<file path="config.mk">
export PLATFORM = sky130hd
export DESIGN_NAME = alu_decode_stage_flat
export DESIGN_NICKNAME = d
export VERILOG_FILES = /design/src/rtl/alu_decode_stage_if.sv /design/src/rtl/alu_decode_stage.sv /design/src/flat_wrapper.sv
export SDC_FILE = /design/constraint.sdc
export NUM_CORES = 1
export LEC_CHECK = 0
export ABC_AREA = 0
export CAP_MARGIN = 20
export CORE_MARGIN = 4
export CORE_UTILIZATION = 38
export CTS_CLUSTER_SIZE = 8
export DETAILED_ROUTE_END_ITERATION = 7
export PLACE_DENSITY = 0.81
export SYNTH_ARGS = -nofsm -noshare
export SYNTH_HDL_FRONTEND = slang
export SYNTH_SLANG_ARGS = --single-unit
</file>
<file path="constraint.sdc">
create_clock -name clk -period 2.2 [get_ports clk]
set_clock_uncertainty 0.15 [all_clocks]
set_input_delay 0.44 -clock clk [delete_from_list [all_inputs] [get_ports clk]]
set_output_delay 0.44 -clock clk [all_outputs]
set_load 0.01 [all_outputs]
</file>
<file path="src/rtl/alu_decode_stage_if.sv">
// Handshake bundle between the upstream fetch/regfile stage, the decode
// register and the downstream ALU.
interface alu_decode_stage_if;
    logic        in_valid;
    logic        in_ready;
    logic [31:0] instr;
    logic [31:0] pc;
    logic [31:0] rs1_data;
    logic [31:0] rs2_data;
    logic        out_valid;
    logic        out_ready;
    logic [31:0] alu_a;
    logic [31:0] alu_b;
    logic [3:0]  alu_ctrl;
    logic [4:0]  rd;
    logic        wb_en;
    logic        illegal;

    // The environment drives instructions in and consumes decoded results
    modport master (
        output in_valid, instr, pc, rs1_data, rs2_data, out_ready,
        input  in_ready, out_valid, alu_a, alu_b, alu_ctrl, rd, wb_en, illegal
    );

    modport slave (
        input  in_valid, instr, pc, rs1_data, rs2_data, out_ready,
        output in_ready, out_valid, alu_a, alu_b, alu_ctrl, rd, wb_en, illegal
    );
endinterface

</file>
<file path="src/rtl/alu_decode_stage.sv">
// RV32I decode stage for OP, OP-IMM, LUI and AUIPC: combinational decode
// into a single valid/ready pipeline register feeding the ALU.
module alu_decode_stage (
    input  logic               clk,
    input  logic               rst,
    input  logic               flush,
    alu_decode_stage_if.slave  bus
);
    localparam logic [6:0] OPC_OP    = 7'b0110011;
    localparam logic [6:0] OPC_OPIMM = 7'b0010011;
    localparam logic [6:0] OPC_LUI   = 7'b0110111;
    localparam logic [6:0] OPC_AUIPC = 7'b0010111;

    localparam logic [6:0] F7_ZERO = 7'b0000000;
    localparam logic [6:0] F7_ALT  = 7'b0100000;

    localparam logic [3:0] ALU_ADD  = 4'b0000;
    localparam logic [3:0] ALU_SLT  = 4'b0001;
    localparam logic [3:0] ALU_SLTU = 4'b0010;
    localparam logic [3:0] ALU_XOR  = 4'b0011;
    localparam logic [3:0] ALU_OR   = 4'b0100;
    localparam logic [3:0] ALU_AND  = 4'b0111;
    localparam logic [3:0] ALU_SLL  = 4'b1000;
    localparam logic [3:0] ALU_SRL  = 4'b1001;
    localparam logic [3:0] ALU_SRA  = 4'b1010;
    localparam logic [3:0] ALU_SUB  = 4'b1011;

    logic [6:0]  opcode;
    logic [2:0]  funct3;
    logic [6:0]  funct7;
    logic [31:0] imm_i;
    logic [31:0] imm_u;
    logic [31:0] shamt;

    assign opcode = bus.instr[6:0];
    assign funct3 = bus.instr[14:12];
    assign funct7 = bus.instr[31:25];
    assign imm_i  = {{20{bus.instr[31]}}, bus.instr[31:20]};
    assign imm_u  = {bus.instr[31:12], 12'b0};
    assign shamt  = {27'b0, bus.instr[24:20]};

    logic [31:0] alu_a_next;
    logic [31:0] alu_b_next;
    logic [3:0]  alu_ctrl_next;
    logic [4:0]  rd_next;
    logic        wb_en_next;
    logic        illegal_next;
    logic [3:0]  base_ctrl;

    // funct3 -> op map shared by OP and OP-IMM; funct7[5] selects SUB/SRA
    always_comb begin
        base_ctrl = ALU_ADD;
        case (funct3)
            3'b000:  base_ctrl = ALU_ADD;
            3'b001:  base_ctrl = ALU_SLL;
            3'b010:  base_ctrl = ALU_SLT;
            3'b011:  base_ctrl = ALU_SLTU;
            3'b100:  base_ctrl = ALU_XOR;
            3'b101:  base_ctrl = funct7[5] ? ALU_SRA : ALU_SRL;
            3'b110:  base_ctrl = ALU_OR;
            default: base_ctrl = ALU_AND;
        endcase
    end

    always_comb begin
        alu_a_next    = 32'b0;
        alu_b_next    = 32'b0;
        alu_ctrl_next = ALU_ADD;
        illegal_next  = 1'b1;
        case (opcode)
            OPC_OP: begin
                if (funct7 == F7_ZERO ||
                    (funct7 == F7_ALT && (funct3 == 3'b000 || funct3 == 3'b101))) begin
                    illegal_next  = 1'b0;
                    alu_a_next    = bus.rs1_data;
                    alu_b_next    = bus.rs2_data;
                    alu_ctrl_next = (funct3 == 3'b000 && funct7[5]) ? ALU_SUB : base_ctrl;
                end
            end
            OPC_OPIMM: begin
                if (funct3 == 3'b001 || funct3 == 3'b101) begin
                    if (funct7 == F7_ZERO || (funct3 == 3'b101 && funct7 == F7_ALT)) begin
                        illegal_next  = 1'b0;
                        alu_a_next    = bus.rs1_data;
                        alu_b_next    = shamt;
                        alu_ctrl_next = base_ctrl;
                    end
                end else begin
                    illegal_next  = 1'b0;
                    alu_a_next    = bus.rs1_data;
                    alu_b_next    = imm_i;
                    alu_ctrl_next = base_ctrl;
                end
            end
            OPC_LUI: begin
                illegal_next = 1'b0;
                alu_b_next   = imm_u;
            end
            OPC_AUIPC: begin
                illegal_next = 1'b0;
                alu_a_next   = bus.pc;
                alu_b_next   = imm_u;
            end
            default: illegal_next = 1'b1;
        endcase
    end

    assign rd_next    = bus.instr[11:7];
    assign wb_en_next = !illegal_next && (rd_next != 5'd0);

    logic        out_valid_reg;
    logic [31:0] alu_a_reg;
    logic [31:0] alu_b_reg;
    logic [3:0]  alu_ctrl_reg;
    logic [4:0]  rd_reg;
    logic        wb_en_reg;
    logic        illegal_reg;
    logic        load;

    // Reset and flush both block acceptance so nothing is lost behind them
    assign bus.in_ready = !rst && !flush && (!out_valid_reg || bus.out_ready);
    assign load         = bus.in_valid && bus.in_ready;

    always_ff @(posedge clk) begin
        if (rst) begin
            out_valid_reg <= 1'b0;
            alu_a_reg     <= 32'b0;
            alu_b_reg     <= 32'b0;
            alu_ctrl_reg  <= ALU_ADD;
            rd_reg        <= 5'd0;
            wb_en_reg     <= 1'b0;
            illegal_reg   <= 1'b0;
        end else if (flush) begin
            out_valid_reg <= 1'b0;
        end else if (load) begin
            out_valid_reg <= 1'b1;
            alu_a_reg     <= alu_a_next;
            alu_b_reg     <= alu_b_next;
            alu_ctrl_reg  <= alu_ctrl_next;
            rd_reg        <= rd_next;
            wb_en_reg     <= wb_en_next;
            illegal_reg   <= illegal_next;
        end else if (bus.out_ready) begin
            out_valid_reg <= 1'b0;
        end
    end

    assign bus.out_valid = out_valid_reg;
    assign bus.alu_a     = alu_a_reg;
    assign bus.alu_b     = alu_b_reg;
    assign bus.alu_ctrl  = alu_ctrl_reg;
    assign bus.rd        = rd_reg;
    assign bus.wb_en     = wb_en_reg;
    assign bus.illegal   = illegal_reg;
endmodule

</file>
<file path="src/flat_wrapper.sv">
// flat-port wrapper written by rule: the top's interface ports become plain ports
module alu_decode_stage_flat 
  (clk, rst, flush, bus_in_valid, bus_instr, bus_pc, bus_rs1_data, bus_rs2_data, bus_out_ready, bus_in_ready, bus_out_valid, bus_alu_a, bus_alu_b, bus_alu_ctrl, bus_rd, bus_wb_en, bus_illegal);
  alu_decode_stage_if bus_i ();
  input  logic clk;
  input  logic rst;
  input  logic flush;
  input wire logic [$bits(bus_i.in_valid)-1:0] bus_in_valid;
  input wire logic [$bits(bus_i.instr)-1:0] bus_instr;
  input wire logic [$bits(bus_i.pc)-1:0] bus_pc;
  input wire logic [$bits(bus_i.rs1_data)-1:0] bus_rs1_data;
  input wire logic [$bits(bus_i.rs2_data)-1:0] bus_rs2_data;
  input wire logic [$bits(bus_i.out_ready)-1:0] bus_out_ready;
  output wire logic [$bits(bus_i.in_ready)-1:0] bus_in_ready;
  output wire logic [$bits(bus_i.out_valid)-1:0] bus_out_valid;
  output wire logic [$bits(bus_i.alu_a)-1:0] bus_alu_a;
  output wire logic [$bits(bus_i.alu_b)-1:0] bus_alu_b;
  output wire logic [$bits(bus_i.alu_ctrl)-1:0] bus_alu_ctrl;
  output wire logic [$bits(bus_i.rd)-1:0] bus_rd;
  output wire logic [$bits(bus_i.wb_en)-1:0] bus_wb_en;
  output wire logic [$bits(bus_i.illegal)-1:0] bus_illegal;
  assign bus_i.in_valid = bus_in_valid;
  assign bus_i.instr = bus_instr;
  assign bus_i.pc = bus_pc;
  assign bus_i.rs1_data = bus_rs1_data;
  assign bus_i.rs2_data = bus_rs2_data;
  assign bus_i.out_ready = bus_out_ready;
  assign bus_in_ready = bus_i.in_ready;
  assign bus_out_valid = bus_i.out_valid;
  assign bus_alu_a = bus_i.alu_a;
  assign bus_alu_b = bus_i.alu_b;
  assign bus_alu_ctrl = bus_i.alu_ctrl;
  assign bus_rd = bus_i.rd;
  assign bus_wb_en = bus_i.wb_en;
  assign bus_illegal = bus_i.illegal;
  alu_decode_stage u_core (.clk(clk), .rst(rst), .flush(flush), .bus(bus_i));
endmodule
</file>
* Yosys cells after proc, flatten, opt, wreduce, memory -nomap -nowiden
Cells that the tools add are included.
** Word-level totals
- Register bits after elaboration :: 76
- Output and inout port bits :: 77
- Word-level logic and storage cells :: 63
- Input port bits :: 133
** Cells by class
- Bitwise operators :: 1
- Muxes and demuxes :: 21
- Equality and inequality tests :: 11
- Reduce and logical (&&, ||, !) cells :: 23
** Operators by type and width (number)
- $pmux 32 s3 :: 2
- $mux 32 :: 5
- $pmux 4 s7 :: 1
- $eq 7x6->1 const B :: 3
- $mux 4 :: 4
- $eq 7x5->1 const B :: 2
- $eq 3x3->1 const B :: 3
- $pmux 4 s2 :: 1
- $logic_and 1x1->1 :: 7
- $logic_not 7->1 :: 1
- $eq 3x2->1 const B :: 2
- $logic_or 1x1->1 :: 5
- $mux 1 :: 5
- $mux 5 :: 1
- $reduce_bool 5->1 :: 1
- $logic_not 1->1 :: 4
- $reduce_or 2->1 :: 2
- $eq 3x1->1 const B :: 1
- $logic_not 3->1 :: 1
- $pmux 1 s3 :: 1
- $mux 2 :: 1
- $reduce_and 2->1 :: 1
- $reduce_bool 2->1 :: 1
- $not 1->1 :: 1

* Logic depth before layout (Yosys ltp)
- Word-level depth :: 8
- Mapped depth :: 8
- Gate-level depth less buffers :: 5

* Worst setup path before layout
No wires, ideal clock.
- Kind :: in2reg
- Start :: input bus_instr[12]
- End :: register u_core.alu_a_reg[0] (netlist: u_core.bus.alu_a[0])
- Setup slack :: 0.361 ns
- Data arrival time :: 1.563 ns
- Library setup time :: 0.125 ns
- Buffers on the path :: 2
- Stages :: 6
- Required time :: 1.925 ns
- Cells stage by stage :: buf_4 > nor2b_1 > nor2_1 > o21a_1 > buf_4 > o2bb2ai_1
** Between the ends
- Cells in the longest elaborated chain, start to end :: 6
- Elaborated cells between the ends (all ways) :: 13
- Classes of those cells :: eq/ne: 2; mux: 4; reduce/logical: 7
** RTL lines
- start: declaration :: line flat_wrapper.sv:9 : input wire logic [$bits(bus_i.instr)-1:0] bus_instr;
- $eq 3x3->1 or $logic_not 3->1 (tied branches) :: line alu_decode_stage.sv:73, alu_decode_stage.sv:81, alu_decode_stage.sv:82
- $logic_and 1x1->1 or $logic_or 1x1->1 (tied branches) :: line alu_decode_stage.sv:82, alu_decode_stage.sv:73
- $logic_or 1x1->1 or $logic_and 1x1->1 (tied branches) :: line alu_decode_stage.sv:82, alu_decode_stage.sv:73
- $mux 32 or $logic_or 1x1->1 (tied branches) :: line alu_decode_stage.sv:82, alu_decode_stage.sv:72
- $mux 32 (on tied branches) :: line alu_decode_stage.sv:81, alu_decode_stage.sv:72
- $pmux 32 s3 (*) :: line alu_decode_stage.sv:70 : case (opcode)
- end signal: assignment :: line alu_decode_stage.sv:137 : alu_a_reg <= alu_a_next;
- end: declaration :: line alu_decode_stage.sv:112 : logic [31:0] alu_a_reg;
Mark *: on every way between the ends. The rest lies on a longest branch, timed or not.
A chain may end at the register's enable or synchronous reset.

* Worst setup path in the final report
- Start :: input bus_instr[26]
- End :: register u_core.alu_b_reg[1] (netlist: u_core.bus.alu_b[1])
** Between the ends
- Cells in the longest elaborated chain, start to end :: 6
- Elaborated cells between the ends (all ways) :: 10
- Classes of those cells :: eq/ne: 1; mux: 4; reduce/logical: 5
** RTL lines
- $eq 7x6->1 :: line alu_decode_stage.sv:73, alu_decode_stage.sv:82
- $logic_and 1x1->1 :: line alu_decode_stage.sv:82 : if (funct7 == F7_ZERO || (funct3 == 3'b101 && funct7 == F7_ALT)) begin
- $logic_or 1x1->1 :: line alu_decode_stage.sv:82
- $mux 5 :: line alu_decode_stage.sv:82
- $mux 32 :: line alu_decode_stage.sv:81 : if (funct3 == 3'b001 || funct3 == 3'b101) begin
- $pmux 32 s3 (*) :: line alu_decode_stage.sv:70
- end signal: assignment :: line alu_decode_stage.sv:138 : alu_b_reg <= alu_b_next;
- end: declaration :: line alu_decode_stage.sv:113 : logic [31:0] alu_b_reg;
Marks and branches as above.

==> out/metrics.cfg <==
[clock_tree]
tritoncts=built
cts_buffers=9
clkSlewWorstSetupHoldPaths_ns=0.08
htree_num_levels=3
cts_hold_buf=0
clk_latency_ns=0.33
root_buffer=clkbuf_8
cts.sinks=76
clk_path_buf_depth=2

[setup_path]
required_ns=2.29
worstSetupEndpointType=register
path_depth=6
slowest_delay_ns=0.46
r2r_start=u_core.bus.out_valid$_SDFFE_PP0P_
crit_end=u_core.bus.alu_b[1]$_SDFFE_PP0P_
startpoint_type=input pin
cp.arrival_ns=2.26
criticalPathCategory=input pin to register
crit_buf_inv=1
critical_path.cell_chain=clkdlybuf4s50_1 > nor4_4 > nand2_2 > nor4b_4 > nand2_1 > a221oi_1
slowest_stage=clkdlybuf4s50_1
reg2reg_to=u_core.bus.alu_a[13]$_SDFFE_PP0P_
r2r_cells=7
cp_max_fo=6
crit_start=bus_instr[26]
critical-path-top-delay-family=simple AND/OR/NAND/NOR gates
r2r_slack_ns=0.54

[drt]
vias=3925
viasPerCell=5.41
drtIter0Drc=156
wl_per_cell_um=17.8
first_pass_iters=5
route.detailed.drc=0
ant_nets=0
wirelength_mm=12.9

[logic_synthesis]
synthesis.area_mm2=0.00358
synth_edf_count=0
ys_ff_latch=76
yosysTopAreaCell=dfxtp_1
synthMostInstantiatedCell=dfxtp_1
synth_flop_cell=dfxtp_1
synth_area_leaders=dfxtp_1, o2bb2ai_1, a22oi_1
synth_nets=510
yosysUniqueCellTypes=48
syn-instance-count=377
ys_top_cells_by_count=dfxtp_1, nand2_1, a22oi_1
synth-async-reset-ratio_pct=0
synth_top_area_share_pct=42.5
synth.avg_cell_area_um2=9.50
ys.warnings.count=0
synth_seq_area_share_pct=42.5

[floorplanning]
start_util_pct=39.0
core_area_mm2=0.00920
row_count=35
die_area_mm2=0.0110
die_x_um=105
io_pins=210
fp.dieH_um=105

[finish]
num-fill-cells=703
nets=743
instances_no_fill=726
layout-drive-gt1-share_pct=14.0
n_antenna_cell=0
synthToLayoutAreaGrowth_pct=75.1

[grt]
first_global_vias=4092
overflow=0
grtUsageTotal_pct=23.1
grt_max_degree=50
grt_pass1_wl_mm=20.8
antenna_found_initial=1

[power_and_ir_drop]
power.total_mw=2.95
power.density_mw_per_mm2=471
power_leakage_nw=2.30
max-vdd-ir-drop_mv=0.247

[flow_run]
drv_cap=0

[placed_design]
post-dp-hpwl_mm=9.92
gp_congestion=0.947
portBuffers=209
dp_cells=709

[timing]
setup_viol_count_final=0
slew_headroom_pct=63.6
period_share_pct=98.7
max_freq_mhz=460
grt_setup_unrepaired=yes
slew_violations=0
hold_viol_final=0
period_needed_ns=2.17
worstMarginPinSlew_ns=0.545

[status]
run_status=complete, no violations

[worst_hold_path]
hold_path.class=input pin to register

## layout by cell type, fill, tap and decap left out, types with 2 or more instances in the layout
master / synthesis / final
a22oi_1: 39 / 39
a221oi_2: 0 / 2
clkinvlp_4: 0 / 3
nor4_4: 2 / 2
o21a_1: 2 / 2
a21boi_0: 5 / 5
nor3_1: 5 / 4
o2bb2ai_1: 34 / 34
nor2_1: 7 / 7
nor2b_1: 5 / 5
a31o_2: 2 / 2
dlymetal6s2s_1: 0 / 2
a2bb2oi_1: 18 / 18
nand2_1: 50 / 50
o221ai_1: 2 / 2
a21oi_1: 30 / 30
o21ai_0: 2 / 2
o41ai_1: 2 / 2
a221oi_1: 5 / 3
nand3_1: 27 / 27
buf_4: 6 / 38
clkdlybuf4s50_1: 0 / 205
clkbuf_8: 4 / 10
nor2_4: 2 / 3
dfxtp_1: 76 / 76
inv_1: 2 / 2
buf_12: 0 / 9
nor4b_4: 3 / 3
## worst min path at each step
stage               depth (start not counted)  slack [ns]                             endpoint                                 from
floorplan                                   2        0.33  u_core.bus.alu_ctrl[3]$_SDFFE_PP0P_  u_core.bus.alu_ctrl[3]$_SDFFE_PP0P_
finish                                      3        0.27    u_core.bus.out_valid$_SDFFE_PP0P_                                  rst
global route                                3        0.27    u_core.bus.out_valid$_SDFFE_PP0P_                                  rst
global placement                            2        0.28        u_core.bus.wb_en$_SDFFE_PP0P_        u_core.bus.wb_en$_SDFFE_PP0P_
detailed placement                          2        0.29        u_core.bus.wb_en$_SDFFE_PP0P_        u_core.bus.wb_en$_SDFFE_PP0P_
CTS                                         3        0.26    u_core.bus.out_valid$_SDFFE_PP0P_                                  rst
## routing by layer
layer	GRT usage, %	vias to the layer above	wire length (um)
li1	-	1899	-
met1	25.9	1821	4930
met2	40.7	186	6380
met3	8.83	17	1380
met4	6.84	2	221
met5	0	-	13
## cell type report
class / instances / area (um^2) / share of cell area, %
Clock inverter: 5 / 61.3 / 0.977
Multi-Input combinational cell: 264 / 1840 / 29.3
Clock buffer: 11 / 141 / 2.25
Inverter: 3 / 12.5 / 0.199
Tap cell: 111 / 139 / 2.21
Timing Repair Buffer: 256 / 2560 / 40.8
Sequential cell: 76 / 1520 / 24.3
## power breakdown
part,switching [mW],internal (mW)
Sequential,0.00382,1.38
Clock,0.530,0.558
Combinational,0.176,0.304
Total,0.710,2.24
## per-stage QoR
stage	hold WS [ns]	setup WS [ns]	utilization, %	setup TNS [ns]	instance area (um^2)
2_1_floorplan	0.326	0.361	-	0	3580
3_3_place_gp	0.280	-0.206	65.6	-11.04	6040
3_5_place_dp	0.290	-0.271	65.6	-12.83	6040
4_1_cts	0.260	0.0797	67.8	0	6240
5_1_grt	0.266	-0.0258	68.2	-0.0580	6270
6_report	0.272	0.0282	68.2	0	6270
## cell families after synthesis
group	Yosys count	synth area share, %
simple gates	116	19.2
buf+inv	37	6.78
flops	76	42.5
xor+xnor	2	0.699
compound gates	146	30.9
## worst register-to-register path, stage by stage (launching register included)
cell and delay, ns:
dfxtp_1 0.33, nand2b_1 0.13, nand3_4 0.12, buf_4 0.17, nor2_1 0.14, o21a_1 0.19, buf_12 0.20, o2bb2ai_1 0.16
## what timing repair did
| action | in CTS | in global routing |
|---|---|---|
| setup endpoints to repair | 1 | 6 |
| pin swaps | 0 | 4 |
| buffers inserted | 0 | 1 |
| gates resized for setup | 1 | 6 |
(Power assumes the default switching activity.)
